[src/rtl/apb_resp_mux.sv]
// APB response multiplexer: routes the selected slave's PRDATA/PREADY/PSLVERR back to the bridge.
// Define APB_RESP_MUX_TIMEOUT_EN to force an error response on slaves stalled for TIMEOUT_CYCLES.
module apb_resp_mux #(
    parameter int NUM_SLV        = 12,
    parameter int DATA_WIDTH     = 32,
    parameter int TIMEOUT_CYCLES = 16
) (
    input  logic                          PCLK,
    input  logic                          PRESETn,
    input  logic [NUM_SLV-1:0]            psel,
    input  logic                          penable,
    input  logic [NUM_SLV*DATA_WIDTH-1:0] prdata_vec,
    input  logic [NUM_SLV-1:0]            pready_vec,
    input  logic [NUM_SLV-1:0]            pslverr_vec,
    input  logic                          clr_err,
    output logic [DATA_WIDTH-1:0]         prdata,
    output logic                          pready,
    output logic                          pslverr,
    output logic [1:0]                    err_status
);

    typedef enum logic [1:0] {IDLE, SETUP, ACCESS} state_t;

    if (NUM_SLV < 1 || NUM_SLV > 32) begin : g_bad_num_slv
        $error("apb_resp_mux: NUM_SLV must be 1..32");
    end
    if (TIMEOUT_CYCLES < 2) begin : g_bad_timeout
        $error("apb_resp_mux: TIMEOUT_CYCLES must be >= 2");
    end

    state_t                state;
    logic [NUM_SLV-1:0]    sel_q;
    logic [DATA_WIDTH-1:0] slv_data;
    logic                  slv_ready;
    logic                  slv_err;
    logic                  multi_hot;
    logic                  timeout;
    logic                  in_access;

    assign in_access = (state == ACCESS);
    assign multi_hot = |(sel_q & (sel_q - NUM_SLV'(1)));

    // OR-reduction mux is exact for a one-hot select; multi-hot is overridden below.
    always_comb begin
        slv_data  = '0;
        slv_ready = 1'b0;
        slv_err   = 1'b0;
        for (int i = 0; i < NUM_SLV; i++) begin
            if (sel_q[i]) begin
                slv_data  = slv_data | prdata_vec[i*DATA_WIDTH +: DATA_WIDTH];
                slv_ready = slv_ready | pready_vec[i];
                slv_err   = slv_err | pslverr_vec[i];
            end
        end
    end

`ifdef APB_RESP_MUX_TIMEOUT_EN
    localparam int CNT_W = $clog2(TIMEOUT_CYCLES + 1);
    localparam logic [CNT_W-1:0] CNT_LAST = CNT_W'(TIMEOUT_CYCLES - 1);
    localparam logic [CNT_W-1:0] CNT_MAX  = CNT_W'(TIMEOUT_CYCLES);

    logic [CNT_W-1:0] cnt;

    // A slave that becomes ready in the last allowed cycle still completes normally.
    assign timeout = in_access && !multi_hot && !slv_ready && (cnt == CNT_LAST);

    always_ff @(posedge PCLK or negedge PRESETn) begin
        if (!PRESETn) begin
            cnt <= '0;
        end else if (state == SETUP) begin
            cnt <= '0;
        end else if (in_access && !pready && (cnt != CNT_MAX)) begin
            cnt <= cnt + CNT_W'(1);
        end
    end
`else
    assign timeout = 1'b0;
`endif

    // Combinational response path: no added latency on PREADY.
    always_comb begin
        prdata  = '0;
        pready  = 1'b0;
        pslverr = 1'b0;
        if (in_access) begin
            if (multi_hot || timeout) begin
                pready  = 1'b1;
                pslverr = 1'b1;
            end else begin
                prdata  = slv_data;
                pready  = slv_ready;
                pslverr = slv_err;
            end
        end
    end

    always_ff @(posedge PCLK or negedge PRESETn) begin
        if (!PRESETn) begin
            state <= IDLE;
            sel_q <= '0;
        end else begin
            case (state)
                IDLE: begin
                    if (|psel && !penable) state <= SETUP;
                end
                SETUP: begin
                    sel_q <= psel;
                    state <= ACCESS;
                end
                ACCESS: begin
                    if (pready) state <= (|psel) ? SETUP : IDLE;
                end
                default: state <= IDLE;
            endcase
        end
    end

    // Set-dominant sticky flags: a new error on the clearing edge survives.
    always_ff @(posedge PCLK or negedge PRESETn) begin
        if (!PRESETn) begin
            err_status <= 2'b00;
        end else begin
            err_status <= (clr_err ? 2'b00 : err_status) | {timeout, in_access && multi_hot};
        end
    end

endmodule

[config.mk]
export PLATFORM = sky130hd
export DESIGN_NAME = apb_resp_mux
export DESIGN_NICKNAME = d
export VERILOG_FILES = /design/src/rtl/apb_resp_mux.sv
export SDC_FILE = /design/constraint.sdc
export NUM_CORES = 1
export LEC_CHECK = 0
export BUFFER_PORTS_ARGS = -buffer_cell sky130_fd_sc_hd__buf_2
export CAP_MARGIN = 20
export CORE_AREA = 2 2 181 183
export DETAILED_ROUTE_END_ITERATION = 10
export DIE_AREA = 0 0 183 185
export PLACE_DENSITY = 0.43
export RECOVER_POWER = 100
export REMOVE_ABC_BUFFERS = 1
export SYNTH_ARGS = -nofsm -noshare
export SYNTH_HDL_FRONTEND = slang
export SYNTH_SLANG_ARGS = --single-unit
[constraint.sdc]
create_clock -name PCLK -period 6.2 [get_ports PCLK]
set_input_delay 0.62 -clock PCLK [delete_from_list [all_inputs] [get_ports PCLK]]
set_output_delay 0.62 -clock PCLK [all_outputs]
set_load 0.02 [all_outputs]
Yosys cells after proc, flatten, opt, wreduce, memory -nomap -nowiden

Index checks and enable logic that the tools add are counted.

Register bits after elaboration: 16
Input port bits: 424
Output and inout port bits: 36
Word-level logic and storage cells: 97

$add $sub $neg: 1
Equality and inequality tests: 4
Multiplexer cells: 47
Bitwise logic cells: 35
Reductions and logical operators: 7

Operator list:

| cell                                                | number |
|---|---|
| 2-to-1 mux 32 bit                                   | 14 |
| bitwise OR 32 bit                                   | 11 |
| 2-to-1 mux 1 bit                                    | 29 |
| OR reduction 12 bit                                 | 2 |
| bitwise OR 1 bit                                    | 22 |
| AND 12 bit                                          | 1 |
| subtractor 12 x 1 -> 12 bit, second input constant  | 1 |
| 2-to-1 mux 2 bit                                    | 3 |
| case mux 2 bit (3 select lines)                     | 1 |
| inequality test 2 bit, second input constant        | 2 |
| equality test 2 x 1 -> 1 bit, second input constant | 1 |
| equality test 2 bit, second input constant          | 1 |
| logical AND 1 bit                                   | 2 |
| zero test 2 bit                                     | 1 |
| bitwise OR 2 x 1 -> 2 bit                           | 1 |
| AND reduction 2 bit                                 | 1 |
| zero test 1 bit                                     | 1 |

Depth between registers and ports, before layout

Gate-level depths: netlist of run 1.

Depth after elaboration: 27
Depth in mapped cells: 7
Mapped depth without buffers: 4

Least setup slack after synthesis of run 1

Ideal clock, no wire load.

Path kind: register to output
Start: register sel_q[0]
End: output prdata[23]
Arrival time: 2.358 ns
Data required time: 5.580 ns
Slack: 3.222 ns
Cell stages (with the launch flop): 6
Path buffers: 1
Cell sequence: dfrtp_1 -> buf_6 -> or4_4 -> a2111oi_4 -> o31ai_2 -> nor4_1

Word-level cells in the longest chain between the ends: 25

RTL lines:

| element                | line | text |
|---|---|---|
| start, declared        | 32   | `logic [NUM_SLV-1:0] sel_q;` |
| start signal, assigned | 107  | `sel_q <= psel;` |
| 2-to-1 mux 32 bit      | 49   | `if (sel_q[i]) begin` |
| bitwise OR 32 bit      | 50   | `slv_data = slv_data \| prdata_vec[i*DATA_WIDTH +: DATA_WIDTH];` |
| 2-to-1 mux 32 bit      | 49   |  |
| bitwise OR 32 bit      | 50   |  |
| 2-to-1 mux 32 bit      | 49   |  |
| bitwise OR 32 bit      | 50   |  |
| 2-to-1 mux 32 bit      | 49   |  |
| bitwise OR 32 bit      | 50   |  |
| [... 9 more ...]       | -    |  |
| bitwise OR 32 bit      | 50   |  |
| 2-to-1 mux 32 bit      | 49   |  |
| bitwise OR 32 bit      | 50   |  |
| 2-to-1 mux 32 bit      | 49   |  |
| bitwise OR 32 bit      | 50   |  |
| 2-to-1 mux 32 bit      | 49   |  |
| 2-to-1 mux 32 bit (*)  | 86   | `if (multi_hot \|\| timeout) begin` |
| 2-to-1 mux 32 bit (*)  | 85   | `if (in_access) begin` |
| end, declared          | 16   | `output logic [DATA_WIDTH-1:0] prdata,` |

Mark *: on every way between the ends. The rest lies on a longest branch, timed or not.

Worst setup path in the final report of run 1

Start: register sel_q[0]
End: output prdata[8]

The elaborated chain is that of the path after synthesis.

==> results of run 1 <==
power by group:
| part | internal [mW] | switching, mW | total, mW |
|---|---|---|---|
| clock network | 0.0870 | 0.0386 | 0.126 |
| registers | 0.151 | 0.167 | 0.318 |
| logic | 0.627 | 1.07 | 1.70 |
registers in the layout (all words and copies together), names as in the netlist:
register,cells
sel_q,12
state,2
err_status,1
routing by layer:
layer,vias up,routed length (um),GRT usage (%)
li1,2627,-,-
met1,2824,11000,18.3
met2,425,13800,26.6
met3,64,2820,3.95
met4,6,833,4.42
met5,-,35,0
placed cells by master (no fill, tap or decap), drive strengths merged, types with 2 or more instances in the layout:
cell type and count:
buf 436, dfrtp 15, a22o 96, a22oi 12, nand3 2, nor4 12, or4 3, a31oi 27
and3 32, clkbuf 39, a211o 3, nand2 6, or3 2, mux2 12, inv 3, a221oi 96
a2111oi 2, o31a 2, nor2 2
worst max-delay path, stage by stage, from the launching register on:
cell and delay, ns:
dfrtp_2 0.38, buf_4 0.30, or4_1 0.71, a2111oi_0 0.69, o31a_1 1.24, and3_1 0.33, clkbuf_1 0.24
logic make-up (layout without fill, tap and decap cells):
logic type | count (synthesis) | after routing
mux | 12 | 12
compound gates | 243 | 243
fa+ha+maj | 1 | 1
simple gates | 63 | 63
flops | 15 | 15
other cells | 1 | 1
buf+inv | 62 | 478
metrics by stage:
stage / hold WS (ns) / power, mW / setup slack (ns)
floorplan: 0.324 / 1.17 / 2.94
global placement: 0.555 / 2.03 / 2.67
detailed placement: 0.547 / 2.03 / 2.60
CTS: 0.284 / 2.16 / 2.33
global route: 0.503 / 2.28 / 1.24
finish: 0.442 / 2.15 / 1.42
path summary, 6_finish.rpt:
kind / startpoint / cells after the start / slack, ns / to
worst min register to register: state[0]$_DFFE_PN0P_ / 3 / 0.62 / state[0]$_DFFE_PN0P_
worst min-delay path: PRESETn / 1 / 0.44 / err_status[0]$_DFF_PN0_
max in group asynchronous: PRESETn / 1 / 5.20 / sel_q[6]$_DFFE_PN0N_
min in group PCLK: state[0]$_DFFE_PN0P_ / 3 / 0.62 / state[0]$_DFFE_PN0P_
worst max register to register: sel_q[0]$_DFFE_PN0N_ / 5 / 2.46 / err_status[0]$_DFF_PN0_
worst max-delay path: sel_q[0]$_DFFE_PN0N_ / 6 / 1.42 / prdata[8]
area by class of cell:
cell class | count | area [um^2] | share of cell area, %
clock buffers | 4 | 78.8 | 1.33
multi-input cells | 320 | 2600 | 43.9
inverters | 3 | 11.3 | 0.190
repair buffers | 471 | 2340 | 39.5
flip-flops and latches | 15 | 388 | 6.54
well taps | 408 | 510 | 8.61
==> results.py, run 1 <==
metrics = {
    "outcome": {
        "outcome": "complete, but fails checks",
        "failed_checks": "capacitance limit, slew limit",
    },
    "detailed_routing": {
        "post_drt_wl_per_cell_um": 23.3,
        "drc": 0,
        "dr.pass1.iters": 7,
        "routed-via-count": 5946,
        "via_per_inst": 4.87,
        "drt_iter0_drc": 358,
        "drt-total-wl_mm": 28.4,
        "antenna_left": 0,
    },
    "global_route": {
        "grt_pass1_wl_mm": 37.8,
        "grt-ovfl-total": 0,
        "antenna_found_initial": 3,
        "grt_util_all_layers_pct": 15.2,
        "grt_pass1_vias": 5934,
        "grt_max_degree": 39,
    },
    "floorplan": {
        "start_util_pct": 10.2,
        "die_x_um": 183,
        "core-area_mm2": 0.0320,
        "die_y_um": 185,
        "rows": 66,
        "dieArea_mm2": 0.0339,
        "ios": 460,
    },
    "pwr": {
        "vdd_drop_max_mv": 0.204,
        "p_per_area_mw_per_mm2": 362,
        "p_leak_nw": 2.93,
    },
    "synthesis": {
        "synth_area_mm2": 0.00327,
        "synth_edf_count": 0,
        "synth-seq-area-share_pct": 11.5,
        "avgSynthCellArea_um2": 8.25,
        "ys.flop_type": "dfrtp_1",
        "synth_area_leaders": "a221oi_1, a22o_1, dfrtp_1",
        "synth_top_family_by_area": "compound AO/OA/AOI/OAI gates",
        "synth-warning-count": 0,
        "ys_seq_elements": 15,
        "synth_commonest_cells": "a221oi_1, a22o_1, clkbuf_1, and3_1, a31oi_1",
        "ys_types": 36,
        "synthAdderAreaFrac_pct": 0.306,
        "netlist.area_leader.share_pct": 25.7,
        "synth_simple_gate_area_share_pct": 11.8,
        "yosysTopAreaCell": "a221oi_1",
        "synth_compound_area_share_pct": 64.0,
        "synth_mux_area_share_pct": 4.13,
        "synthArstFlopShare_pct": 100,
        "synth-xor-area-share_pct": 0,
        "syn_inst": 397,
    },
    "layout": {
        "fillers": 3691,
        "antenna_cells": 0,
        "instances_no_fill": 1221,
        "nNetsFinal": 1238,
        "fin_area_mm2": 0.00593,
        "layout-drive-gt1-share_pct": 57.1,
        "area_growth_pct": 81.1,
        "finish.utilization_pct": 18.5,
    },
    "worst_setup_path": {
        "cp.arrival_ns": 4.16,
        "start_kind": "flip-flop",
        "cp_max_fo": 37,
        "crit_type": "flip-flop to output port",
        "critPathCaptureType": "output port",
        "worstPathRequired_ns": 5.58,
    },
    "placed_design": {
        "port_buffers": 458,
        "dpl.cell_count": 1217,
        "dp_hpwl_mm": 20.7,
        "globalplace.congestion": 0.931,
        "placed_cell_area_mm2": 0.00593,
    },
    "timing": {
        "drv_slew": 89,
        "tns_ns": 0,
        "rsz0062_at_grt": "no",
        "min_period_over_period_pct": 77.1,
        "max_clock_freq_ghz": 0.209,
        "clock-skew-final_ns": 0.00410,
        "layout_min_cycle_time_ns": 4.78,
        "relSlewSlack_pct": -28.0,
        "setup_viol": 0,
        "tightest_slew_ns": 1.92,
        "finalHoldViolCount": 0,
    },
    "clock_network": {
        "cts_buffers": 3,
        "clk_pin_slew_ns": 0.05,
        "ctsHoldBuffers": 0,
        "worstSkewPairLatency_ns": 0.25,
        "clock-sinks": 15,
        "post_cts_resized": 0,
        "cts_buffer_depth": 2,
        "cts_tree": "yes",
        "cts_root_buffer": "clkbuf_16",
        "cts_setup_buffers": 0,
        "h-tree-depth": 1,
    },
    "flow_run": {
        "maxCapViolCount": 3,
    },
    "worst_hold_path": {
        "min_path_type": "input port to asynchronous set/reset pin",
    },
}
Power figures use the tool's default switching activity.
==> inputs of run 2 (changes only) <==
- CORE_AREA: 2 2 181 183 -> 2 2 177 179
- DIE_AREA: 0 0 183 185 -> 0 0 179 181
- PLACE_DENSITY: 0.43 -> 0.45
- clock period: 6.2 -> 4.3 ns (I/O delays scaled with it)
==> results.py, run 2 (synthesis gave the netlist of run 1 again) <==
metrics = {
    "layout": {
        "fillers": 3464,
        "finish.utilization_pct": 19.7,
        "layout-drive-gt1-share_pct": 57.7,
        "layout_commonest_cell": "buf_2",
        "most-common-layout-cells": "buf_2, a22o_1, a221oi_1",
        "nNetsFinal": 1240,
        "instances_no_fill": 1213,
        "fin_area_mm2": 0.00597,
        "largest_reg_flops": 12,
        "top_register": "sel_q",
        "register_area_um2": 390,
        "multi_input_area_mm2": 0.00262,
        "reg_top3": "sel_q x12, state x2, err_status x1",
        "area_growth_pct": 82.3,
    },
    "detailed_routing": {
        "dr.pass1.iters": 5,
        "via_per_inst": 4.93,
        "drc": 0,
        "drt-total-wl_mm": 28.5,
        "drt_iter0_drc": 409,
        "antenna_left": 0,
        "routed-via-count": 5976,
        "post_drt_wl_per_cell_um": 23.5,
    },
    "pwr": {
        "p_leak_nw": 2.96,
        "vdd_drop_max_mv": 0.272,
        "p_per_area_mw_per_mm2": 528,
    },
    "placed_design": {
        "port_buffers": 458,
        "placed_cell_area_mm2": 0.00593,
        "dpl.cell_count": 1207,
        "globalplace.congestion": 0.900,
        "dp_hpwl_mm": 21.0,
    },
    "global_route": {
        "grt_pass1_wl_mm": 38.2,
        "grt_pass1_vias": 6149,
        "grt_util_all_layers_pct": 16.0,
        "grt_max_degree": 39,
        "antenna_found_initial": 6,
        "grt-ovfl-total": 0,
    },
    "timing": {
        "clock-skew-final_ns": 0.00424,
        "rsz0062_at_grt": "no",
        "tns_ns": 0,
        "relSlewSlack_pct": -14.1,
        "tightest_slew_ns": 1.70,
        "setup_viol": 0,
        "max_clock_freq_ghz": 0.265,
        "layout_min_cycle_time_ns": 3.77,
        "finalHoldViolCount": 0,
        "min_period_over_period_pct": 87.7,
        "whs_ns": 0.286,
        "drv_slew": 10,
    },
    "clock_network": {
        "cts_root_buffer": "clkbuf_16",
        "cts_buffers": 3,
        "clk_pin_slew_ns": 0.05,
        "cts_setup_buffers": 0,
        "cts_buffer_depth": 2,
        "ctsHoldBuffers": 0,
        "clock-sinks": 15,
        "h-tree-depth": 1,
        "post_cts_resized": 0,
        "cts_tree": "yes",
        "worstSkewPairLatency_ns": 0.25,
    },
    "flow_run": {
        "maxCapViolCount": 1,
    },
    "worst_setup_path": {
        "cp_max_fo": 21,
        "cp.arrival_ns": 3.34,
        "worstPathRequired_ns": 3.87,
        "rrSetupSlack_ns": 1.37,
        "start_kind": "flip-flop",
        "r2r_end": "state[1]$_DFFE_PN0P_",
        "critPathCaptureType": "output port",
        "worstRegToRegCells": 4,
        "r2r-start": "sel_q[1]$_DFFE_PN0N_",
        "crit_type": "flip-flop to output port",
    },
    "outcome": {
        "outcome": "complete, but fails checks",
        "failed_checks": "capacitance limit, slew limit",
    },
    "floorplan": {
        "die_x_um": 179,
        "core-area_mm2": 0.0303,
        "start_util_pct": 10.8,
        "die_y_um": 181,
        "dieArea_mm2": 0.0324,
        "rows": 64,
        "ios": 460,
    },
    "worst_hold_path": {
        "min_path_type": "input port to asynchronous set/reset pin",
    },
}
[run 2: cell count changes in the layout (fill, tap and decap cells not counted), sizes merged]
cell	previous run	this run
clkinv	0	1
buf	436	440
diode	0	2
clkbuf	39	36
[run 2: worst max-delay path by stage]
stage	startpoint	to	slack [ns]	cells after the start
3_3_place_gp	sel_q[1]$_DFFE_PN0N_	prdata[13]	1.15	6
4_1_cts	sel_q[1]$_DFFE_PN0N_	prdata[3]	0.77	6
3_5_place_dp	sel_q[1]$_DFFE_PN0N_	prdata[13]	1.04	6
5_1_grt	sel_q[1]$_DFFE_PN0N_	prdata[6]	0.49	5
2_1_floorplan	sel_q[0]$_DFFE_PN0N_	prdata[23]	1.23	4
6_report	sel_q[1]$_DFFE_PN0N_	prdata[6]	0.53	5
[run 2: report_power, final]
group          switching, mW  internal [mW]  total (mW)
Sequential             0.261          0.221       0.483
Combinational           1.56          0.925        2.49
Clock                 0.0590          0.124       0.183
[run 2: metal layers]
metal | vias up | part of all wire (%) | GRT usage, %
met2 | 434 | 50 | 29.8
li1 | 2637 | - | -
met3 | 60 | 9.6 | 3.32
met5 | - | 0.16 | 0
met4 | 8 | 2.6 | 4.62
met1 | 2837 | 37 | 18.2
[run 2: cell type report]
class,count,area share [%]
inverter,3,0.189
clock buffer,3,1.26
clock inverter,1,0.0838
tap,396,8.30
sequential,15,6.54
multi-input combinational,320,44.0
antenna,2,0.0838
timing repair buffer,473,39.6
[run 2: worst max-delay path, stage by stage, from the launching register on]
cell and delay [ns]:
dfrtp_2 0.74, or4_1 0.39, a2111oi_4 0.09, o31ai_1 1.39, nor4_1 0.22, clkbuf_1 0.26
[run 2: stage by stage]
stage               worst slack, ns  total power, mW
global placement               1.15             2.97
floorplan                      1.23             1.69
CTS                           0.774             3.17
detailed placement             1.04             2.97
global route                  0.490             3.31
finish                        0.531             3.15
==> inputs of run 3 (changes only) <==
- BUFFER_PORTS_ARGS: -buffer_cell sky130_fd_sc_hd__buf_2 -> default
- DONT_BUFFER_PORTS: default -> 1
- GPL_TIMING_DRIVEN: default -> 0
- PLACE_DENSITY: 0.45 -> 0.32
==> results.py, run 3 (synthesis gave the netlist of run 1 again) <==
metrics = {
    "clock_network": {
        "cts_buffers": 3,
        "h-tree-depth": 1,
        "cts_buffer_depth": 2,
        "clock-sinks": 15,
        "worstSkewPairLatency_ns": 0.25,
        "ctsHoldBuffers": 1,
        "cts_setup_buffers": 0,
        "post_cts_resized": 0,
        "cts_tree": "yes",
        "clk_pin_slew_ns": 0.05,
        "cts_root_buffer": "clkbuf_16",
    },
    "layout": {
        "top_register": "sel_q",
        "most-common-layout-cells": "a22o_1, a221oi_1, and3_1",
        "nNetsFinal": 775,
        "area_growth_pct": 15.1,
        "fin_area_mm2": 0.00377,
        "largest_reg_flops": 12,
        "layout-drive-gt1-share_pct": 11.1,
        "reg_top3": "sel_q x12, state x2, err_status x1",
    },
    "worst_setup_path": {
        "worstPathRequired_ns": 3.87,
        "r2r-start": "sel_q[11]$_DFFE_PN0N_",
        "cpMostUsedCell": "a211o_1",
        "worstRegToRegCells": 5,
        "r2r_end": "state[0]$_DFFE_PN0P_",
        "cp_max_fo": 38,
        "rrSetupSlack_ns": 1.29,
        "cp.arrival_ns": 3.53,
        "crit_type": "flip-flop to output port",
        "critPathCaptureType": "output port",
        "crit_path_cell_trace": "a211o_1, a211o_1, and2_1, nor4_1",
        "slowest_stage": "dfrtp_1",
        "start_kind": "flip-flop",
        "max_stage_delay_ns": 1.11,
    },
    "flow_run": {
        "maxCapViolCount": 2,
    },
    "detailed_routing": {
        "wl_met3_mm": 2.81,
        "via_per_inst": 5.88,
        "wl_met1_mm": 8.79,
        "drt_iter0_drc": 385,
        "dr.pass1.iters": 5,
        "wl_met2_mm": 11.5,
        "routed-via-count": 4398,
        "antenna_left": 0,
        "top_layer": "met4",
        "drt-total-wl_mm": 23.5,
        "post_drt_wl_per_cell_um": 31.4,
        "drc": 0,
    },
    "floorplan": {
        "die_y_um": 181,
        "start_util_pct": 10.8,
        "rows": 64,
        "dieArea_mm2": 0.0324,
        "die_x_um": 179,
        "core-area_mm2": 0.0303,
        "ios": 460,
    },
    "pwr": {
        "p_per_area_mw_per_mm2": 778,
        "vdd_drop_max_mv": 0.521,
        "p_leak_nw": 1.24,
    },
    "timing": {
        "clock-skew-final_ns": 0.00400,
        "finalHoldViolCount": 0,
        "min_period_over_period_pct": 92.1,
        "setup_viol": 0,
        "rsz0062_at_grt": "no",
        "drv_slew": 78,
        "tightest_slew_ns": 1.98,
        "tns_ns": 0,
        "max_clock_freq_ghz": 0.252,
        "relSlewSlack_pct": -32.1,
        "layout_min_cycle_time_ns": 3.96,
    },
    "worst_hold_path": {
        "min_to": "sel_q[11]$_DFFE_PN0N_",
        "holdPathStages": 1,
        "min_path_type": "input port to flip-flop",
        "hp-start": "psel[11]",
    },
    "global_route": {
        "grt-ovfl-total": 0,
        "grt_max_degree": 39,
        "grt_pass1_wl_mm": 31.4,
        "antenna_found_initial": 2,
        "grt_pass1_vias": 4660,
        "grt_util_all_layers_pct": 13.1,
    },
    "outcome": {
        "failed_checks": "capacitance limit, slew limit",
        "outcome": "complete, but fails checks",
    },
    "placed_design": {
        "placed_cell_area_mm2": 0.00367,
        "dp_hpwl_mm": 16.8,
        "port_buffers": 0,
        "globalplace.congestion": 0.822,
    },
}
-- run 3: metrics by stage --
step                      util, %  power [mW]  cells  hold slack (ns)  setup slack, ns
after floorplan                 -        1.69    338            0.134             1.23
after global placement       11.6        2.43    734            0.135            0.313
after detailed placement     12.1        2.65    740            0.135            0.819
after CTS                    12.4        2.85    745            0.331            0.543
after global routing         12.4        3.10    748            0.328            0.312
final                        12.4        2.93    748            0.332            0.340
-- run 3: where the power goes --
group / internal (mW) / leakage (nW) / total (mW) / switching (mW)
registers: 0.205 / 0.167 / 1.10 / 0.895
clock network: 0.126 / 0.0382 / 0.182 / 0.0568
logic: 0.843 / 1.03 / 1.65 / 0.804
total: 1.17 / 1.24 / 2.93 / 1.76
-- run 3: how the worst max path moves through the flow --
stage                               startpoint    endpoint  slack, ns
after floorplan           sel_q[0]$_DFFE_PN0N_  prdata[23]       1.23
after global placement    sel_q[1]$_DFFE_PN0N_     pslverr       0.31
after detailed placement  sel_q[0]$_DFFE_PN0N_   prdata[6]       0.82
after CTS                 sel_q[0]$_DFFE_PN0N_   prdata[6]       0.54
after global routing      sel_q[8]$_DFFE_PN0N_   prdata[6]       0.31
final                     sel_q[8]$_DFFE_PN0N_   prdata[6]       0.34
-- run 3: metal layers --
metal,GRT usage [%],vias up
li1,-,1714
met1,15.5,2179
met2,22.5,475
met3,3.91,30
met4,3.64,0
met5,0,-
-- run 3: layout make-up --
class / count / area (um^2)
fillers: 3494 / 26600
multi-input cells: 320 / 2630
well taps: 396 / 495
flip-flops and latches: 15 / 388
repair buffers: 8 / 156
clock buffers: 4 / 78.8
inverters: 3 / 11.3
diodes: 2 / 5.00
-- run 3: critical path, delay by kind of cell (launching register included) --
family           cells  cell delay (ns)
AO/OA/AOI/OAI        2             0.89
flip-flops           1             1.11
AND/OR/NAND/NOR      2             1.26
